==> src/rtl/vdg_pkg.sv <==
// rtl/vdg_pkg.sv - shared VDG defaults and the character attribute-combine rule
package vdg_pkg;

   localparam int WIDTH_DEF     = 8;
   localparam int BLINK_DIV_DEF = 16;

   typedef struct packed {
      logic inv;
      logic blink;
      logic cursor;
   } attr_t;

   // The cursor flips video on the lit blink phase, on top of the cell's own inverse bit.
   function automatic logic attr_eff_inv(input attr_t attr, input logic phase);
      return attr.inv ^ (attr.cursor & phase);
   endfunction

   // Per-pixel form so any pattern width (or the semigraphics path) can reuse it.
   function automatic logic attr_bit(input logic d, input attr_t attr, input logic phase);
      logic pat;
      pat = d & ~(attr.blink & phase);
      return pat ^ attr_eff_inv(attr, phase);
   endfunction

endpackage

==> src/rtl/blink_gen.sv <==
// rtl/blink_gen.sv - field-sync driven blink divider producing the blink phase
module blink_gen #(
   parameter int BLINK_DIV = 16
) (
   input  logic clk,
   input  logic rst_n,
   input  logic fsync,
   input  logic blink_en,
   output logic phase
);

   localparam int CNT_W = $clog2(BLINK_DIV);

   logic             fsync_q;
   logic             fsync_rise;
   logic [CNT_W-1:0] cnt;

   // A held-high sync level counts once: only the rising edge advances the divider.
   assign fsync_rise = fsync & ~fsync_q;

   always_ff @(posedge clk or negedge rst_n) begin
      if (!rst_n) begin
         fsync_q <= 1'b0;
         cnt     <= '0;
         phase   <= 1'b0;
      end else begin
         fsync_q <= fsync;
         if (!blink_en) begin
            cnt   <= '0;
            phase <= 1'b0;
         end else if (fsync_rise) begin
            if (cnt == CNT_W'(BLINK_DIV - 1)) begin
               cnt   <= '0;
               phase <= ~phase;
            end else begin
               cnt <= cnt + CNT_W'(1);
            end
         end
      end
   end

endmodule

==> src/rtl/alpha_pixel_shifter.sv <==
// rtl/alpha_pixel_shifter.sv - attributed character-row latch and pixel serialiser
module alpha_pixel_shifter
   import vdg_pkg::*;
#(
   parameter int WIDTH     = WIDTH_DEF,
   parameter int BLINK_DIV = BLINK_DIV_DEF
) (
   input  logic             Clk,
   input  logic             nReset,
   input  logic             PixEn,
   input  logic             Load,
   input  logic [WIDTH-1:0] Data,
   input  logic             Inv,
   input  logic             Blink,
   input  logic             Cursor,
   input  logic             BlinkEn,
   input  logic             FSync,
   output logic             Pixel,
   output logic [WIDTH-1:0] AData,
   output logic             BlinkPhase,
   output logic             Empty
);

   localparam int SC_W = $clog2(WIDTH + 1);

   attr_t            attr;
   logic [WIDTH-1:0] adata_next;
   logic             bg_next;
   logic [WIDTH-1:0] sreg;
   logic             bg;
   logic [SC_W-1:0]  scnt;
   logic             empty_q;

   assign attr    = {Inv, Blink, Cursor};
   assign bg_next = attr_eff_inv(attr, BlinkPhase);

   for (genvar i = 0; i < WIDTH; i++) begin : g_attr
      assign adata_next[i] = attr_bit(Data[i], attr, BlinkPhase);
   end

   blink_gen #(
      .BLINK_DIV (BLINK_DIV)
   ) u_blink (
      .clk      (Clk),
      .rst_n    (nReset),
      .fsync    (FSync),
      .blink_en (BlinkEn),
      .phase    (BlinkPhase)
   );

   // Vacated bits fill with the cell background so an over-run never shows stale pattern.
   always_ff @(posedge Clk or negedge nReset) begin
      if (!nReset) begin
         sreg    <= '0;
         AData   <= '0;
         bg      <= 1'b0;
         scnt    <= '0;
         empty_q <= 1'b1;
      end else if (Load) begin
         sreg    <= adata_next;
         AData   <= adata_next;
         bg      <= bg_next;
         scnt    <= SC_W'(WIDTH);
         empty_q <= 1'b0;
      end else if (PixEn) begin
         sreg <= {sreg[WIDTH-2:0], bg};
         if (scnt != '0) begin
            scnt <= scnt - SC_W'(1);
            if (scnt == SC_W'(1)) begin
               empty_q <= 1'b1;
            end
         end
      end
   end

   assign Pixel = sreg[WIDTH-1];
   assign Empty = empty_q;

endmodule

==> config.mk <==
export PLATFORM = sky130hd
export DESIGN_NAME = alpha_pixel_shifter
export DESIGN_NICKNAME = d
export VERILOG_FILES = /design/src/rtl/vdg_pkg.sv /design/src/rtl/blink_gen.sv /design/src/rtl/alpha_pixel_shifter.sv
export SDC_FILE = /design/constraint.sdc
export NUM_CORES = 1
export LEC_CHECK = 0
export BUFFER_PORTS_ARGS = -buffer_cell sky130_fd_sc_hd__buf_2
export CORE_UTILIZATION = 55
export CTS_CLUSTER_SIZE = 30
export DETAILED_ROUTE_END_ITERATION = 10
export PLACE_DENSITY = 0.84
export SYNTH_ARGS = -nofsm -noshare
export SYNTH_HDL_FRONTEND = slang
export SYNTH_SLANG_ARGS = --single-unit
==> constraint.sdc <==
create_clock -name Clk -period 4 [get_ports Clk]
set_input_delay 0.8 -clock Clk [delete_from_list [all_inputs] [get_ports Clk]]
set_output_delay 0.8 -clock Clk [all_outputs]
set_load 0.005 [all_outputs]
# ---- After elaboration in Yosys (flattened, before gate mapping)
# Cells that the tools add are included.
dict set report totals {
  out_inout_bits 11
  elab_cells 59
  register_bits 28
  in_bits 17
}
dict set report op_classes {
  add_sub_neg 2
  mux 15
  reduce_logical 7
  bitwise_logic 23
  eq_ne 4
}
# operator count
set ops {}
lappend ops {{2-to-1 mux 4 bit} 6}
lappend ops {{2-to-1 mux 8 bit} 2}
lappend ops {{bitwise AND 1 bit} 11}
lappend ops {{XOR 1 bit} 9}
lappend ops {{2-to-1 mux 1 bit} 7}
lappend ops {{nonzero test 2 bit} 3}
lappend ops {{adder 4 x 1 -> 4 bit, second input constant} 1}
lappend ops {{== test 4 x 1 -> 1 bit, second input constant} 1}
lappend ops {{== test 4 bit, second input constant} 1}
lappend ops {{inequality test 2 x 1 -> 1 bit, second input constant} 2}
lappend ops {{AND reduction 2 bit} 2}
lappend ops {{nonzero test 4 bit} 1}
lappend ops {{subtractor 4 x 1 -> 4 bit, second input constant} 1}
lappend ops {{inverter 1 bit} 3}
lappend ops {{AND reduction 3 bit} 1}

# ---- Logic depth before layout (Yosys ltp)
dict set report depth {
  ltp_word 5
  ltp_mapped 6
  mapped_depth_nobuf 5
}

# ---- By module
# Synthesis repeated with hierarchy kept, for this count alone.
dict set report unflattened {
  cells_unflattened 130
  area_unflattened_um2 1574.0
}
# module instances area_per_inst_um2 cells_each seq_area_each_um2
set by_module_without_submodules {}
lappend by_module_without_submodules {alpha_pixel_shifter 1 1281.2 105 551.8}
lappend by_module_without_submodules {blink_gen 1 292.8 25 150.1}

# ---- Least setup slack after synthesis
# OpenSTA, ideal clock, no wires.
dict set report synth_path {
  path_type {in2reg}
  startpoint {in Cursor}
  endpoint {reg sreg[0]}
  path_buffers 1
  arrival_ns 1.558
  path_slack_ns 2.365
  setup_ns 0.078
  path_stages 4
  cell_sequence {and2_1 > buf_6 > xnor3_1 > a21oi_1}
}
dict set report synth_between {
  elab_chain_len 4
}
# item line_no
set synth_rtl {}
lappend synth_rtl {{from (decl)} alpha_pixel_shifter.sv:15} ;# input logic Cursor,
lappend synth_rtl {{bitwise AND 1 bit} vdg_pkg.sv:15} ;# return attr.inv ^ (attr.cursor & phase);
lappend synth_rtl {{XOR 1 bit} vdg_pkg.sv:15}
lappend synth_rtl {{XOR 1 bit} vdg_pkg.sv:22} ;# return pat ^ attr_eff_inv(attr, phase);
lappend synth_rtl {{2-to-1 mux 8 bit} alpha_pixel_shifter.sv:59} ;# end else if (Load) begin
lappend synth_rtl {{to (signal assigned)} alpha_pixel_shifter.sv:60} ;# sreg <= adata_next;
lappend synth_rtl {{to (signal assigned)} alpha_pixel_shifter.sv:66} ;# sreg <= {sreg[WIDTH-2:0], bg};
lappend synth_rtl {{to (decl)} alpha_pixel_shifter.sv:29} ;# logic [WIDTH-1:0] sreg;
# No other way between the ends.
# A chain may end at the register's enable or synchronous reset.

# ---- Final worst setup path
dict set report layout_path {
  startpoint {reg u_blink.phase}
  endpoint {out BlinkPhase}
}
# item line_no
set layout_lines {}
lappend layout_lines {{from (decl)} blink_gen.sv:9} ;# output logic phase
lappend layout_lines {{from (signal assigned)} blink_gen.sv:34} ;# phase <= ~phase;
lappend layout_lines {{to (decl)} alpha_pixel_shifter.sv:20} ;# output logic BlinkPhase,
# No word-level cell between the ends.

==> summary.md <==
| Metric | Value |
|---|---|
| Crit path buf inv count | 1 |
| Synth Instances | 136 |
| Buffers on Ports | 27 |
| CTS tree | done |
| Cell Rows | 18 |
| Hold Fails Final Rpt | 0 |
| First DRT Iteration DRCs | 8 |
| Crit path from | u_blink.phase |
| DRT antenna net count | 0 |
| Vias | 1039 |
| CP max FO | 12 |
| Cts bufs inserted | 3 |
| Die Span Y | 54.9 um |
| Final Skew | 0.00434 ns |
| Syn_area_per_cell | 11.3 um^2 |
| Tcrit/Tclk final | 45.2% |
| Number of H-tree levels | 1 |
| Nets | 179 |
| Antenna violations before repair | 0 |
| Post-synthesis cell type count | 34 |
| Worst slew pin tran | 0.609 ns |
| Setup slack after layout | 2.19 ns |
| DRC | 0 |
| Max Fclk | 553 MHz |
| CP max stage cell | dfrtp_1 |
| Seq/Total Area, Yosys | 45.6% |
| Clock sinks | 28 |
| Clock Pin Slew Worst Setup and Hold Paths | 0.14 ns |
| Reg2reg path depth | 3 |
| DR pass1 iterations | 4 |
| Root Buffer | clkbuf_4 |
| Slew Viols, Final | 0 |
| Cell breakdown of the critical path | buf_2 |
| Final TNS setup | 0 ns |
| Die area | 0.00302 mm^2 |
| Vias in the first global route | 967 |
| Area grow syn2layout | 9.91% |
| Post-Syn Nets | 156 |
| Hold-fix buffers, CTS | 0 |
| Hold Path Class | in2async |
| Clock Tree Buf Depth | 2 |
| Fill cells | 205 |
| Tot GR Track Use | 19.8% |
| Ys Warns | 0 |
| First-pass GRT wire length | 4200 um |
| Starting Density | 60.0% |
| Vias per cell | 5.53 |
| Element type at the critical path end | primary output |
| Top cell type's share of synthesized area | 43.9% |
| RSZ-0062 raised after global routing | false |
| Power Dens Cells | 336 mW/mm^2 |
| Type of origin of the critical path | register |
| Final wirelength | 2620 um |
| Max VDD drop | 232 uV |
| I/O Pins | 28 |
| Largest net degree at the start of global routing | 32 |
| Reg-to-reg startpoint | u_blink.phase |
| Smallest hold slack | 0.470 ns |
| Synthesized area | 0.00154 mm^2 |
| Post-layout util | 65.9% |
| Worst path depth | 1 |
| Core Box Area | 0.00257 mm^2 |
| Die Wd | 54.9 um |
| Flops & latches, synth | 28 |
| Post-cts sizing count | 0 |
| GPL Wtd Cong | 0.775 |
| Later-pin clock latency in the skew report | 0.31 ns |
| Relative max-transition margin | 59.4% |
| Pre-CTS setup slack | 1.92 ns |
| Status | finished, final reports clean |
| Yosys top cell by area | dfrtp_1 |
| Leak pwr | 0.000799 uW |
| CP delay by family, top | flip-flops |
| MaxCap Viol Count | 0 |
| Post-CTS Setup Bufs | 0 |
| Avg WL per Cell | 13.9 um |
| # setup viols final | 0 |
| Arr. time, crit path | 1.01 ns |
| CP required | 3.20 ns |
| Ant. Diodes | 0 |
| GR Overflow Total | 0 |
| Dominant cells by area after synthesis | dfrtp_1 (44%), xnor3_1 (12%), mux2i_1 (5.8%), a21boi_0 (4.9%), a211oi_1 (3.9%) |
| DP HPWL | 1930 um |
| Max stage delay on crit path | 0.52 ns |
| Worst Setup Path Type | reg2out |
| Min Tclk post-route | 1.81 ns |
| Share of cells above drive strength 1 | 20.3% |
==> power by group <==
part	internal (uW)	switching, uW	total [uW]
combinational	59.8	59.0	119
clock	38.9	78.2	117
sequential	313	19.3	333
==> cell families after synthesis <==
kind of cell	after synthesis	share of synthesized area (%)
AOI/OAI and AO/OA	38	16.6
xor gates and xnor gates	12	14.0
adders and majority gates	3	2.44
buffers and inverters	19	5.44
DFF	28	45.6
muxes	9	5.85
and+or+nand+nor	27	10.2
==> routing by layer <==
| metal | routed length (um) | track usage [%] | vias to the layer above | part of all wire (%) |
|---|---|---|---|---|
| li1 | - | - | 521 | - |
| met1 | 1270 | 26.5 | 494 | 49 |
| met2 | 1210 | 34.1 | 22 | 46 |
| met3 | 126 | 2.46 | 2 | 4.8 |
| met4 | 14 | 5.00 | 0 | 0.53 |
| met5 | 0 | 0 | - | 0 |
==> area by class of cell <==
type | count | area (um^2) | share of cell area [%]
tap | 30 | 37.5 | 2.22
timing repair buffer | 27 | 135 | 7.98
inverter | 10 | 37.5 | 2.22
sequential | 28 | 702 | 41.5
multi-input combinational | 89 | 754 | 44.6
clock buffer | 4 | 26.3 | 1.55
==> worst paths after layout <==
check	end	slack (ns)
setup / recovery	BlinkPhase	2.19
hold / removal	AData[5]	0.47
setup reg to reg	sreg[5]	2.22
hold reg to reg	AData[2]	0.52
max in group asynchronous	sreg[1]	3.13
min in group Clk	AData[2]	0.52
==> sequential cells by signal, summed over array words and instances (netlist names) <==
| register | flops |
|---|---|
| bg | 1 |
| u_blink.phase | 1 |
| scnt | 4 |
| Empty | 1 |
| u_blink.fsync_q | 1 |
| sreg | 8 |
| AData | 8 |
| u_blink.cnt | 4 |
==> synth_stat cells (all sizes together) <==
cell     n
dfrtp   27
xor2     1
clkbuf   3
dfstp    1
inv     10
o211ai   1
xnor2    3
a21o     1
a41oi    1
and2     3
a21oi   12
o21ai    2
a211oi   8
and3     1
mux2i    9
nand2b   1
nand2    2
nand3b   2
ha       3
or3b     1
xnor3    8
nor2     4
o21bai   1
nor2b    9
a311oi   1
or3      2
a21boi  10
nand3    1
buf      6
nor3     1
a31oi    1
==> per-stage QoR <==
step / instances / power (uW) / instance area, um^2
finish: 188 / 569 / 1690
detailed placement: 184 / 458 / 1670
global placement: 184 / 450 / 1670
CTS: 188 / 573 / 1690
global route: 188 / 600 / 1690
floorplan: 136 / 413 / 1540
==> placed cells by master (no fill, tap or decap) <==
cell type   n
nor2b_1     9
inv_1      10
clkbuf_1    1
a211oi_1    8
nor2_1      4
nand2b_1    1
o21bai_1    1
a311oi_1    1
xor2_1      1
o21ai_0     2
mux2i_1     9
a21oi_2     1
a41oi_1     1
xnor3_1     8
a21oi_1    11
dfstp_2     1
clkbuf_4    3
a21o_1      1
a31oi_1     1
dfrtp_1    27
xnor2_1     3
o211ai_1    1
or3_1       2
nand3_1     1
nand3b_1    2
buf_2      27
and3_1      1
ha_1        3
nand2_1     2
and2_1      3
a21boi_0   10
or3b_1      1
nor3_1      1
No activity file was read; power rests on OpenSTA's default activity.
